==> src/rtl/cpu_pkg.sv <==
// Shared CPU definitions for the memory stage.
//   mem_state_t   : request FSM states (IDLE, WAIT)
//   RES_SEL_*     : writeback result-select encodings carried through MeWb
//   is_misaligned : word-alignment test on the low address bits
package cpu_pkg;

  typedef enum logic [0:0] {
    IDLE,
    WAIT
  } mem_state_t;

  localparam logic [1:0] RES_SEL_ALU = 2'd0;
  localparam logic [1:0] RES_SEL_MEM = 2'd1;
  localparam logic [1:0] RES_SEL_LR  = 2'd2;
  localparam logic [1:0] RES_SEL_PC  = 2'd3;

  function automatic logic is_misaligned(input logic [1:0] addr_lsb);
    return addr_lsb != 2'b00;
  endfunction

endpackage

==> src/rtl/mem_req_fsm.sv <==
// Memory request FSM with request latch.
// Issues the access combinationally from IDLE (zero-wait completion possible) and, when the
// memory does not acknowledge at once, latches addr/wdata/we and holds them in WAIT.
// Ports:
//   clk, rst                 : clock, synchronous active-high reset
//   req_en_i, req_we_i       : access request and store flag from EX/MEM
//   req_addr_i, req_wdata_i  : access address and store data from EX/MEM
//   misalign_i               : suppress the request (misaligned access)
//   mem_ack_i                : memory acknowledge
//   mem_req_o, mem_we_o      : memory request and write enable
//   mem_addr_o, mem_wdata_o  : memory address and write data
//   stall_o                  : access outstanding, freeze upstream
//   done_o                   : access completes this cycle
//   misalign_err_o           : misaligned request dropped this cycle
module mem_req_fsm
  import cpu_pkg::*;
(
  input  logic        clk,
  input  logic        rst,
  input  logic        req_en_i,
  input  logic        req_we_i,
  input  logic [31:0] req_addr_i,
  input  logic [31:0] req_wdata_i,
  input  logic        misalign_i,
  input  logic        mem_ack_i,
  output logic        mem_req_o,
  output logic        mem_we_o,
  output logic [31:0] mem_addr_o,
  output logic [31:0] mem_wdata_o,
  output logic        stall_o,
  output logic        done_o,
  output logic        misalign_err_o
);

  mem_state_t  state_q, state_d;
  logic [31:0] addr_q, wdata_q;
  logic        we_q;
  logic        issue;
  logic        capture;

  assign issue   = req_en_i & ~misalign_i;
  // Capture only when a fresh request is not acknowledged in its first cycle.
  assign capture = (state_q == IDLE) & issue & ~mem_ack_i;

  // State register and request latch
  always_ff @(posedge clk) begin
    if (rst) begin
      state_q <= IDLE;
      addr_q  <= '0;
      wdata_q <= '0;
      we_q    <= 1'b0;
    end else begin
      state_q <= state_d;
      if (capture) begin
        addr_q  <= req_addr_i;
        wdata_q <= req_wdata_i;
        we_q    <= req_we_i;
      end
    end
  end

  // Next-state logic
  always_comb begin
    state_d = state_q;
    unique case (state_q)
      IDLE: if (issue && !mem_ack_i) state_d = WAIT;
      WAIT: if (mem_ack_i) state_d = IDLE;
      default: state_d = IDLE;
    endcase
  end

  // Output logic
  always_comb begin
    mem_req_o      = 1'b0;
    mem_we_o       = req_we_i;
    mem_addr_o     = req_addr_i;
    mem_wdata_o    = req_wdata_i;
    stall_o        = 1'b0;
    done_o         = 1'b0;
    misalign_err_o = 1'b0;
    unique case (state_q)
      IDLE: begin
        if (issue) begin
          mem_req_o = 1'b1;
          stall_o   = ~mem_ack_i;
          done_o    = mem_ack_i;
        end
        misalign_err_o = req_en_i & misalign_i;
      end
      WAIT: begin
        mem_req_o   = 1'b1;
        mem_we_o    = we_q;
        mem_addr_o  = addr_q;
        mem_wdata_o = wdata_q;
        stall_o     = ~mem_ack_i;
        done_o      = mem_ack_i;
      end
      default: ;
    endcase
    // Reset abandons any access; an ack arriving now is ignored.
    if (rst) begin
      mem_req_o      = 1'b0;
      stall_o        = 1'b0;
      done_o         = 1'b0;
      misalign_err_o = 1'b0;
    end
  end

endmodule

==> src/rtl/memory_stage.sv <==
// Pipeline memory stage: drives the memory request (via mem_req_fsm), stalls upstream while
// an access is outstanding, and holds the MEM/WB pipeline register.
// Optional feature: define MEM_ALIGN_CHECK_EN to drop misaligned accesses and pulse
// misalign_err; otherwise addresses pass unchanged and misalign_err is 0.
// Ports:
//   clk, rst                     : clock, synchronous active-high reset
//   ExMe_out_*                   : EX/MEM pipeline fields
//   mem_req/we/addr/wdata        : memory request side
//   mem_ack, mem_rdata           : memory response side
//   stall_mem                    : freeze upstream stages
//   misalign_err                 : one-cycle misaligned-access pulse
//   MeWb_out_*                   : registered MEM/WB fields
module memory_stage
  import cpu_pkg::*;
(
  input  logic        clk,
  input  logic        rst,
  input  logic [31:0] ExMe_out_alu_out,
  input  logic [31:0] ExMe_out_reg_2,
  input  logic        ExMe_out_mem_en,
  input  logic        ExMe_out_mem_wrt,
  input  logic        ExMe_out_reg_wrt_en,
  input  logic [1:0]  ExMe_out_result_sel,
  input  logic [1:0]  ExMe_out_FL,
  input  logic [31:0] ExMe_out_LR,
  input  logic [31:0] ExMe_out_PC_next,
  output logic        mem_req,
  output logic        mem_we,
  output logic [31:0] mem_addr,
  output logic [31:0] mem_wdata,
  input  logic        mem_ack,
  input  logic [31:0] mem_rdata,
  output logic        stall_mem,
  output logic [31:0] MeWb_out_mem_data,
  output logic [31:0] MeWb_out_alu_out,
  output logic        MeWb_out_reg_wrt_en,
  output logic [1:0]  MeWb_out_result_sel,
  output logic [1:0]  MeWb_out_FL,
  output logic [31:0] MeWb_out_LR,
  output logic [31:0] MeWb_out_PC_next,
  output logic        misalign_err
);

  logic misalign;
  logic done;

`ifdef MEM_ALIGN_CHECK_EN
  assign misalign = ExMe_out_mem_en & is_misaligned(ExMe_out_alu_out[1:0]);
`else
  assign misalign = 1'b0;
`endif

  mem_req_fsm u_mem_req_fsm (
    .clk           (clk),
    .rst           (rst),
    .req_en_i      (ExMe_out_mem_en),
    .req_we_i      (ExMe_out_mem_wrt),
    .req_addr_i    (ExMe_out_alu_out),
    .req_wdata_i   (ExMe_out_reg_2),
    .misalign_i    (misalign),
    .mem_ack_i     (mem_ack),
    .mem_req_o     (mem_req),
    .mem_we_o      (mem_we),
    .mem_addr_o    (mem_addr),
    .mem_wdata_o   (mem_wdata),
    .stall_o       (stall_mem),
    .done_o        (done),
    .misalign_err_o(misalign_err)
  );

  logic [31:0] mem_data_q, mem_data_d;
  logic [31:0] alu_out_q, alu_out_d;
  logic        reg_wrt_en_q, reg_wrt_en_d;
  logic [1:0]  result_sel_q, result_sel_d;
  logic [1:0]  fl_q, fl_d;
  logic [31:0] lr_q, lr_d;
  logic [31:0] pc_next_q, pc_next_d;

  always_comb begin
    mem_data_d   = mem_data_q;
    alu_out_d    = alu_out_q;
    reg_wrt_en_d = reg_wrt_en_q;
    result_sel_d = result_sel_q;
    fl_d         = fl_q;
    lr_d         = lr_q;
    pc_next_d    = pc_next_q;
    if (stall_mem || misalign_err) begin
      // Bubble: only the write enable is cleared, the rest hold.
      reg_wrt_en_d = 1'b0;
    end else begin
      mem_data_d   = (done && !mem_we) ? mem_rdata : 32'd0;
      alu_out_d    = ExMe_out_alu_out;
      reg_wrt_en_d = ExMe_out_reg_wrt_en;
      result_sel_d = ExMe_out_result_sel;
      fl_d         = ExMe_out_FL;
      lr_d         = ExMe_out_LR;
      pc_next_d    = ExMe_out_PC_next;
    end
  end

  always_ff @(posedge clk) begin
    if (rst) begin
      mem_data_q   <= '0;
      alu_out_q    <= '0;
      reg_wrt_en_q <= 1'b0;
      result_sel_q <= '0;
      fl_q         <= '0;
      lr_q         <= '0;
      pc_next_q    <= '0;
    end else begin
      mem_data_q   <= mem_data_d;
      alu_out_q    <= alu_out_d;
      reg_wrt_en_q <= reg_wrt_en_d;
      result_sel_q <= result_sel_d;
      fl_q         <= fl_d;
      lr_q         <= lr_d;
      pc_next_q    <= pc_next_d;
    end
  end

  assign MeWb_out_mem_data   = mem_data_q;
  assign MeWb_out_alu_out    = alu_out_q;
  assign MeWb_out_reg_wrt_en = reg_wrt_en_q;
  assign MeWb_out_result_sel = result_sel_q;
  assign MeWb_out_FL         = fl_q;
  assign MeWb_out_LR         = lr_q;
  assign MeWb_out_PC_next    = pc_next_q;

endmodule

==> config.mk <==
export PLATFORM = sky130hd
export DESIGN_NAME = memory_stage
export DESIGN_NICKNAME = d
export VERILOG_FILES = /design/src/rtl/cpu_pkg.sv /design/src/rtl/mem_req_fsm.sv /design/src/rtl/memory_stage.sv
export SDC_FILE = /design/constraint.sdc
export NUM_CORES = 1
export LEC_CHECK = 0
export CAP_MARGIN = 20
export CORE_AREA = 2 2 145 147
export DETAILED_ROUTE_END_ITERATION = 8
export DIE_AREA = 0 0 147 149
export PLACE_DENSITY = 0.69
export SKIP_LAST_GASP = 1
export SLEW_MARGIN = 20
export SYNTH_ARGS = -nofsm -noshare
export SYNTH_HDL_FRONTEND = slang
export SYNTH_SLANG_ARGS = --single-unit
==> constraint.sdc <==
create_clock -name clk -period 1.8 [get_ports clk]
set_input_delay 0.27 -clock clk [delete_from_list [all_inputs] [get_ports clk]]
set_output_delay 0.27 -clock clk [all_outputs]
set_load 0.02 [all_outputs]
==> results of run 1 <==
## metrics by stage
step	setup TNS (ns)	hold slack (ns)	power (mW)	utilization, %	setup slack, ns
3_3_place_gp	-5.36	0.439	6.96	55.6	-0.152
2_1_floorplan	0	0.349	5.76	-	0.313
6_report	-1.07	0.130	10.8	60.8	-0.0442
4_1_cts	-2.56	0.105	10.8	59.3	-0.0949
5_1_grt	-3.88	0.122	11.2	60.8	-0.0871
3_5_place_dp	-9.06	0.445	6.98	55.6	-0.167
## worst reg2reg max path, delay by kind of cell, from the launching register on
kind,cells,cell delay [ns]
AOI/OAI and AO/OA,2,0.35
DFF,1,0.37
buffers and inverters,3,0.48
and+or+nand+nor,1,0.38
## routing by layer
metal	vias to the layer above	wire, µm	track usage (%)
met5	-	0	0
met4	0	594	7.93
met3	37	1930	7.22
met2	272	11700	35.4
met1	3076	10200	25.7
li1	3164	-	-
## sequential cells by signal (all words and copies together), names as in the netlist
signal and count:
MeWb_out_FL 2, MeWb_out_LR 32, MeWb_out_PC_next 32, MeWb_out_alu_out 32, MeWb_out_mem_data 32, MeWb_out_reg_wrt_en 1, MeWb_out_result_sel 2, u_mem_req_fsm.addr_q 32
u_mem_req_fsm.state_q 1, u_mem_req_fsm.wdata_q 32, u_mem_req_fsm.we_q 1
## power by group through the flow
stage | Sequential [mW] | Combinational, mW | Clock, mW
after CTS | 4.77 | 2.17 | 3.89
after floorplan | 5.07 | 0.688 | 0
final | 4.77 | 2.26 | 3.77
after detailed placement | 4.87 | 2.10 | 0
after global placement | 4.87 | 2.10 | 0
after global routing | 4.80 | 2.39 | 4.05
## worst max path at each step
stage                                startpoint            end  slack (ns)  depth (start not counted)
5_1_grt        u_mem_req_fsm.state_q$_SDFF_PP0_  mem_wdata[18]       -0.09                          4
3_3_place_gp               ExMe_out_alu_out[23]   mem_addr[23]       -0.15                          3
2_1_floorplan  u_mem_req_fsm.state_q$_SDFF_PP0_   mem_addr[10]        0.31                          4
6_report       u_mem_req_fsm.state_q$_SDFF_PP0_    mem_addr[5]       -0.04                          4
4_1_cts        u_mem_req_fsm.state_q$_SDFF_PP0_    mem_addr[4]       -0.09                          4
3_5_place_dp                            mem_ack      stall_mem       -0.17                          3
## area by class of cell
cell class                 count  area, µm²
fill                        1722       8060
timing repair buffer         438       4520
sequential                   199       3990
multi-input combinational    405       3060
clock buffer                  18        439
tap                          275        344
clock inverter                13        141
## cell families after synthesis
logic type / Yosys count
simple gates: 140
other cells: 1
compound gates: 199
buf+inv: 59
flops: 199
mux: 65
## layout by cell type (no fill, tap or decap), drive strengths merged
cell and instances:
dlymetal6s2s 1, nand2b 2, buf 134, nor2 2, and2 1, o21ba 1
or3b 2, inv 5, a21oi 66, dlygate4sd2 1, conb 1, bufinv 1
clkdlybuf4s15 1, nand2 130, a22o 132, clkinv 3, dfxtp 199, nor3b 1
clkbuf 20, mux2 65, clkinvlp 4, nor3 2, clkdlybuf4s50 299
## timing repair
item                       in CTS  in global routing
setup endpoints to repair      68                 65
gates cloned                    2                  1
buffers inserted                3                  1
hold buffers                    0                  0
gates resized for setup       382                 85
==> impl_results.md, run 1 <==
* Status: finished with violations
* Failing checks: setup timing
* Hold Crit Depth at 2
* Fin crit share at 102%
* Boundary Pins at 371
* Detailed Place HPWL at 17,100 µm
* Most numerous cell in the Yosys netlist: dfxtp_1
* RSZ-0062 raised after global routing: true
* Synthesis-stage register bit count at 199
* Clk_lat worst skew at 0.43 ns
* Worst path required time at 1.53 ns
* Largest family of logic cells by synthesized area: compound AO/OA/AOI/OAI gates
* WL/cell at 18.1 µm
* Leakage at 5.12 nW
* Clock power frac at 34.9%
* Pwr/cell area at 865 mW/mm²
* Area leader, netlist: dfxtp_1
* Net Sw Frac at 26.9%
* First-pass iteration count of the detailed router at 5
* Area grow syn2layout at 75.7%
* Critical path class: register to output port
* Top delay family on crit path: buffers and inverters
* Synth cell types at 23
* Share of the synthesized area in the top cell type at 56.0%
* Clk pin slew, worst setup/hold paths at 0.07 ns
* Cell Count, Final, Fillers Out at 1,348
* CTS Root Cell: clkbuf_16
* Initial antenna violation count at 0
* Startpoint types: register
* First-pass GRT wire length at 36,300 µm
* Final worst setup slack at -0.0442 ns
* FF-to-FF path depth at 6
* Compound-Gate Fraction of Synth Area at 21.4%
* Element type at the critical path end: output port
* H-tree depth at 4
* Vias in the first global route at 6,324
* Synth Flop Type: dfxtp_1
* Worst Tran Pin Value at 0.682 ns
* Post-synthesis simple-gate area fraction at 7.95%
* Syn Nets at 833
* Post-synthesis share of cell area spent on xor and xnor gates at 0%
* WL final at 24,400 µm
* Final Cell Area at 0.0125 mm²
* Max Cap Violations at 0
* Die Y at 149 µm
* Post-synth EDFFs at 0
* Area after DPL at 0.0114 mm²
* Seq pwr share at 44.2%
* Final setup viols at 42
* Final Net Count at 1,231
* DR iter-0 viols at 313
* Clock tree sinks at 199
* Clk_skew at 0.00934 ns
* Worst hold start: rst
* Syn Inst Count at 663
* Post-synthesis cell area at 0.00711 mm²
* Share of flip-flops with an asynchronous set or reset at 0%
* Synth area leaders: dfxtp_1 (56%), a22o_1 (16%), mux2_2 (10%)
* TritonCTS Buffers at 17
* Starting Density at 34.6%
* Gpl congestion at 0.784
* Clock Path Buffers at 2
* Top cells by count, synth: dfxtp_1 (199), a22o_1 (130), nand2_1 (130)
* Seq/Total Area, Yosys at 56.0%
* Switching pwr at 2.91 mW
* Combinational power share at 20.9%
* TritonCTS clock tree: done
* Min-Delay Endpoint: u_mem_req_fsm.addr_q[31]$_SDFFE_PP0P_
* CP Cell Sequence: buf_12, buf_12, mux2_4, buf_6
* # DRC at 0
* Slowest-stage cell, CP: dfxtp_4
* Share of cells above drive strength 1 at 22.6%
* Min-delay worst type: input pin to register
* VDD IR max at 475 µV
* Slew Limit Fails at 0
* Via density at 4.86
* FF-to-FF Start: u_mem_req_fsm.state_q$_SDFF_PP0_
* Final min period at 1.84 ns
* Syn Area/Cell at 10.7 µm²
* Adder-cell share of the synthesized area at 0%
* P_int at 7.90 mW
* GR Overflow Total at 0
* Antenna-violating nets left at 0
* FMAX at 542 MHz
* Die W at 147 µm
* Die area at 0.0219 mm²
* WP buf/inv at 3
* Largest net degree at the start of global routing at 59
* Syn. warnings at 0
* Port buffer count at 369
* DP Cell Count at 1,310
* Multiplexer area fraction after synthesis at 10.3%
* Worst Path Max Fanout at 8
* Crit Reg-Reg Endpoint: MeWb_out_mem_data[12]$_SDFFE_PP0N_
* Relative slew slack at 54.6%
* Routed via count at 6,549
* Setup slack, reg-to-reg at 0.17 ns
* GRT Total Usage at 21.3%
* Worst EP arrival at 1.57 ns
* # diodes at 0
* Core Box Area at 0.0206 mm²
* Max stage delay on crit path at 0.39 ns
* Most frequent CP cell: buf_12
* Site Rows at 53
* Final Hold Fails at 0
Power figures use the tool's default switching activity.
==> inputs of run 2 (changes only) <==
--- a/config.mk
+++ b/config.mk
@@ -6,12 +6,13 @@
 export NUM_CORES = 1
 export LEC_CHECK = 0
 export CAP_MARGIN = 20
-export CORE_AREA = 2 2 145 147
+export CORE_MARGIN = 2
+export CORE_UTILIZATION = 44
 export DETAILED_ROUTE_END_ITERATION = 8
-export DIE_AREA = 0 0 147 149
-export PLACE_DENSITY = 0.69
+export PLACE_DENSITY = 0.79
 export SKIP_LAST_GASP = 1
 export SLEW_MARGIN = 20
 export SYNTH_ARGS = -nofsm -noshare
 export SYNTH_HDL_FRONTEND = slang
+export SYNTH_HIERARCHICAL = 1
 export SYNTH_SLANG_ARGS = --single-unit
==> impl_results.md, run 2 <==
* Post-synth EDFFs at 0 (unchanged)
* Syn. warnings at 6 (+6)
* Worst Path Max Fanout at 13 (+5)
* Die area at 0.0218 mm² (-0.62%)
* RSZ-0062 raised after global routing: true
* GR Overflow Total at 0 (unchanged)
* Gpl congestion at 0.793 (+1.2%)
* Most frequent cells in the layout: clkdlybuf4s50_1 (301), dfxtp_1 (198), nand2b_1 (131)
* Routed via count at 7,973 (+22%)
* Boundary Pins at 371 (unchanged)
* Final min period at 1.91 ns (+0.0649 ns)
* Site Rows at 52 (-1.9%)
* Synth Flop Type: dfxtp_1
* Cell Count, Final, Fillers Out at 1,550 (+15%)
* TritonCTS clock tree: done
* Area grow syn2layout at 55.7%
* Synthesis-stage register bit count at 199 (unchanged)
* Crit Reg-Reg Endpoint: u_mem_req_fsm/wdata_q[10]$_SDFFE_PP0P_
* TritonCTS Buffers at 17 (unchanged)
* Total negative setup slack at -4.15 ns (-3.08 ns)
* Antenna-violating nets left at 0 (unchanged)
* Largest net degree at the start of global routing at 205 (+250%)
* CP Cell Sequence: buf_12, mux2_2, clkdlybuf4s15_2
* Max stage delay on crit path at 0.41 ns (+0.02 ns)
* # DRC at 0 (unchanged)
* Synth area leaders: dfxtp_1 (44%), or3b_1 (9.7%), nand2b_1 (9.0%)
* Starting Density at 44.8% (+10 points)
* FF-to-FF Start: u_mem_req_fsm/state_q$_SDFF_PP0_
* Detailed Place HPWL at 17,800 µm (+4.2%)
* Pwr/cell area at 773 mW/mm² (-11%)
* Seq/Total Area, Yosys at 43.9% (-12 points)
* Max Cap Violations at 0 (unchanged)
* H-tree depth at 4 (unchanged)
* Hold Crit Depth at 3 (+1)
* Share of cells above drive strength 1 at 19.1% (-3.6 points)
* WL final at 26,900 µm (+10%)
* Final core utilization at 69.8% (+9.0 points)
* CTS Root Cell: clkbuf_16
* Failing checks: slew limit, setup timing
* Share of flip-flops with an asynchronous set or reset at 0% (unchanged)
* First-pass GRT wire length at 40,600 µm (+12%)
* Core Box Area at 0.0202 mm² (-1.6%)
* Startpoint types: register
* Final worst setup slack at -0.109 ns (-0.0649 ns)
* Share of the synthesized area in the top cell type at 43.9% (-12 points)
* Port buffer count at 369 (unchanged)
* Most numerous cell in the Yosys netlist: dfxtp_1
* Worst path required time at 1.53 ns (about the same)
* Clock tree sinks at 199 (unchanged)
* Clk_lat worst skew at 0.44 ns (about the same)
* Relative slew slack at -1420% (-1500 points)
* Min-delay worst type: input pin to register
* FMAX at 524 MHz (-3.4%)
* WL/cell at 17.4 µm (-4.2%)
* Synth cell types at 24 (+4.3%)
* Final Hold Fails at 0 (unchanged)
* Element type at the critical path end: output port
* Fill count at 1,561 (-9.3%)
* WP buf/inv at 2 (-1)
* Die W at 148 µm (+0.36%)
* Leakage at 5.38 nW (+5.1%)
* Area leader, netlist: dfxtp_1
* Vias in the first global route at 7,594 (+20%)
* Die Y at 148 µm (-0.98%)
* Syn Inst Count at 900 (+36%)
* DP Cell Count at 1,501 (+15%)
* Worst EP arrival at 1.64 ns (+0.07 ns)
* Min-Delay Endpoint: MeWb_out_alu_out[4]$_SDFFE_PP0N_
* Setup slack, reg-to-reg at 0.05 ns (-0.12 ns)
* Top cells by count, synth: dfxtp_1 (199), nand2b_1 (131), a21oi_1 (101)
* Via density at 5.14 (+5.9%)
* Slew Limit Fails at 203 (+203)
* GRT Total Usage at 23.3% (+2.0 points)
* DR iter-0 viols at 429 (+37%)
* Worst hold start: rst
* # diodes at 0 (unchanged)
* Worst Tran Pin Value at 22.53 ns (+21.85 ns)
* Syn Area/Cell at 10.1 µm² (-6.1%)
* Commonest non-fill, non-tap cell in the layout: clkdlybuf4s50_1
* Initial antenna violation count at 1 (+1)
* Clk pin slew, worst setup/hold paths at 0.07 ns (about the same)
* Clock Path Buffers at 2 (unchanged)
* Critical path class: register to output port
* VDD IR max at 632 µV (+33%)
* Final Net Count at 1,438 (+17%)
* Final setup viols at 58 (+38%)
* Status: finished with violations
* Clk_skew at 0.00954 ns (+0.000197 ns)
* FF-to-FF path depth at 8 (+2)
* First-pass iteration count of the detailed router at 6 (+1)
* Slowest-stage cell, CP: dfxtp_4
* Top delay family on crit path: buffers and inverters
* Fin crit share at 106% (+3.6 points)
* Post-synthesis cell area at 0.00906 mm² (+27%)
-- run 2: cell count changes after synthesis, moves of 32 or more --
cell,previous run,this run
o21ai_0,0,90
a32o_1,0,32
mux2i_1,0,65
a22o_1,130,0
nand2_1,130,0
or3b_1,1,100
clkbuf_1,15,61
a21oi_1,65,101
nand2b_1,2,131
-- run 2: kinds of logic after synthesis --
kind of cell	after synthesis	synth area share (%)
buffers and inverters	97	6.45
multiplexers	130	15.3
AND/OR/NAND/NOR	236	19.3
flip-flops	199	43.9
AO/OA/AOI/OAI	237	15.0
other	1	0.0414
-- run 2: power by group --
part | switching [mW] | internal (mW)
Combinational | 0.995 | 1.28
Clock | 1.84 | 2.09
Sequential | 0.101 | 4.61
Total | 2.93 | 7.98
-- run 2: area by class of cell --
type                    instances  area (µm²)  share of cell area, %
multi-input cells             606        4610                   32.7
repair buffers                442        4570                   32.4
flip-flops and latches        199        3990                   28.2
clock buffers                  18         429                   3.04
well taps                     270         338                   2.39
clock inverters                13         164                   1.16
inverters                       2        12.5                 0.0886
-- run 2: per-layer routing --
metal | share of wire [%] | wire length (µm) | vias up | track usage, %
met1 | 40 | 10800 | 3699 | 27.2
met3 | 8.2 | 2200 | 41 | 8.58
met2 | 49 | 13200 | 277 | 39.6
li1 | - | - | 3954 | -
met4 | 2.4 | 654 | 2 | 8.03
met5 | 0.048 | 13 | - | 0
-- run 2: timing repair --
action,in CTS,in global routing
endpoints found under the setup margin,67,170
pin swaps,0,1
endpoints found under the hold margin,0,0
gates cloned,3,5
gates resized for setup,282,78
hold buffers,0,0
buffers inserted,6,4
-- run 2: worst reg2reg max path, delay by kind of cell, from the launching register on --
kind,cells,cell delay (ns)
and+or+nand+nor,1,0.19
buffers and inverters,6,0.88
muxes,1,0.21
DFF,1,0.38
-- run 2: per-stage QoR --
stage	cell area (µm²)	power (mW)	hold WS [ns]	setup slack, ns
after floorplan	9170	5.88	0.335	-0.0494
after global placement	13200	6.96	0.446	-0.270
after detailed placement	13200	6.99	0.454	-0.313
after CTS	13700	10.9	0.327	-0.134
after global routing	14100	11.3	0.338	-0.150
final	14100	10.9	0.343	-0.109
-- run 2: worst max-delay path by stage --
stage | slack [ns] | to | cells past startpoint | from
final | -0.11 | mem_wdata[19] | 3 | u_mem_req_fsm/state_q$_SDFF_PP0_
after global routing | -0.15 | mem_wdata[0] | 4 | u_mem_req_fsm/state_q$_SDFF_PP0_
after CTS | -0.13 | mem_wdata[27] | 4 | u_mem_req_fsm/state_q$_SDFF_PP0_
after detailed placement | -0.31 | stall_mem | 4 | ExMe_out_mem_en
after global placement | -0.27 | stall_mem | 4 | ExMe_out_mem_en
after floorplan | -0.05 | MeWb_out_mem_data[0]$_SDFFE_PP0N_ | 9 | u_mem_req_fsm/state_q$_SDFF_PP0_
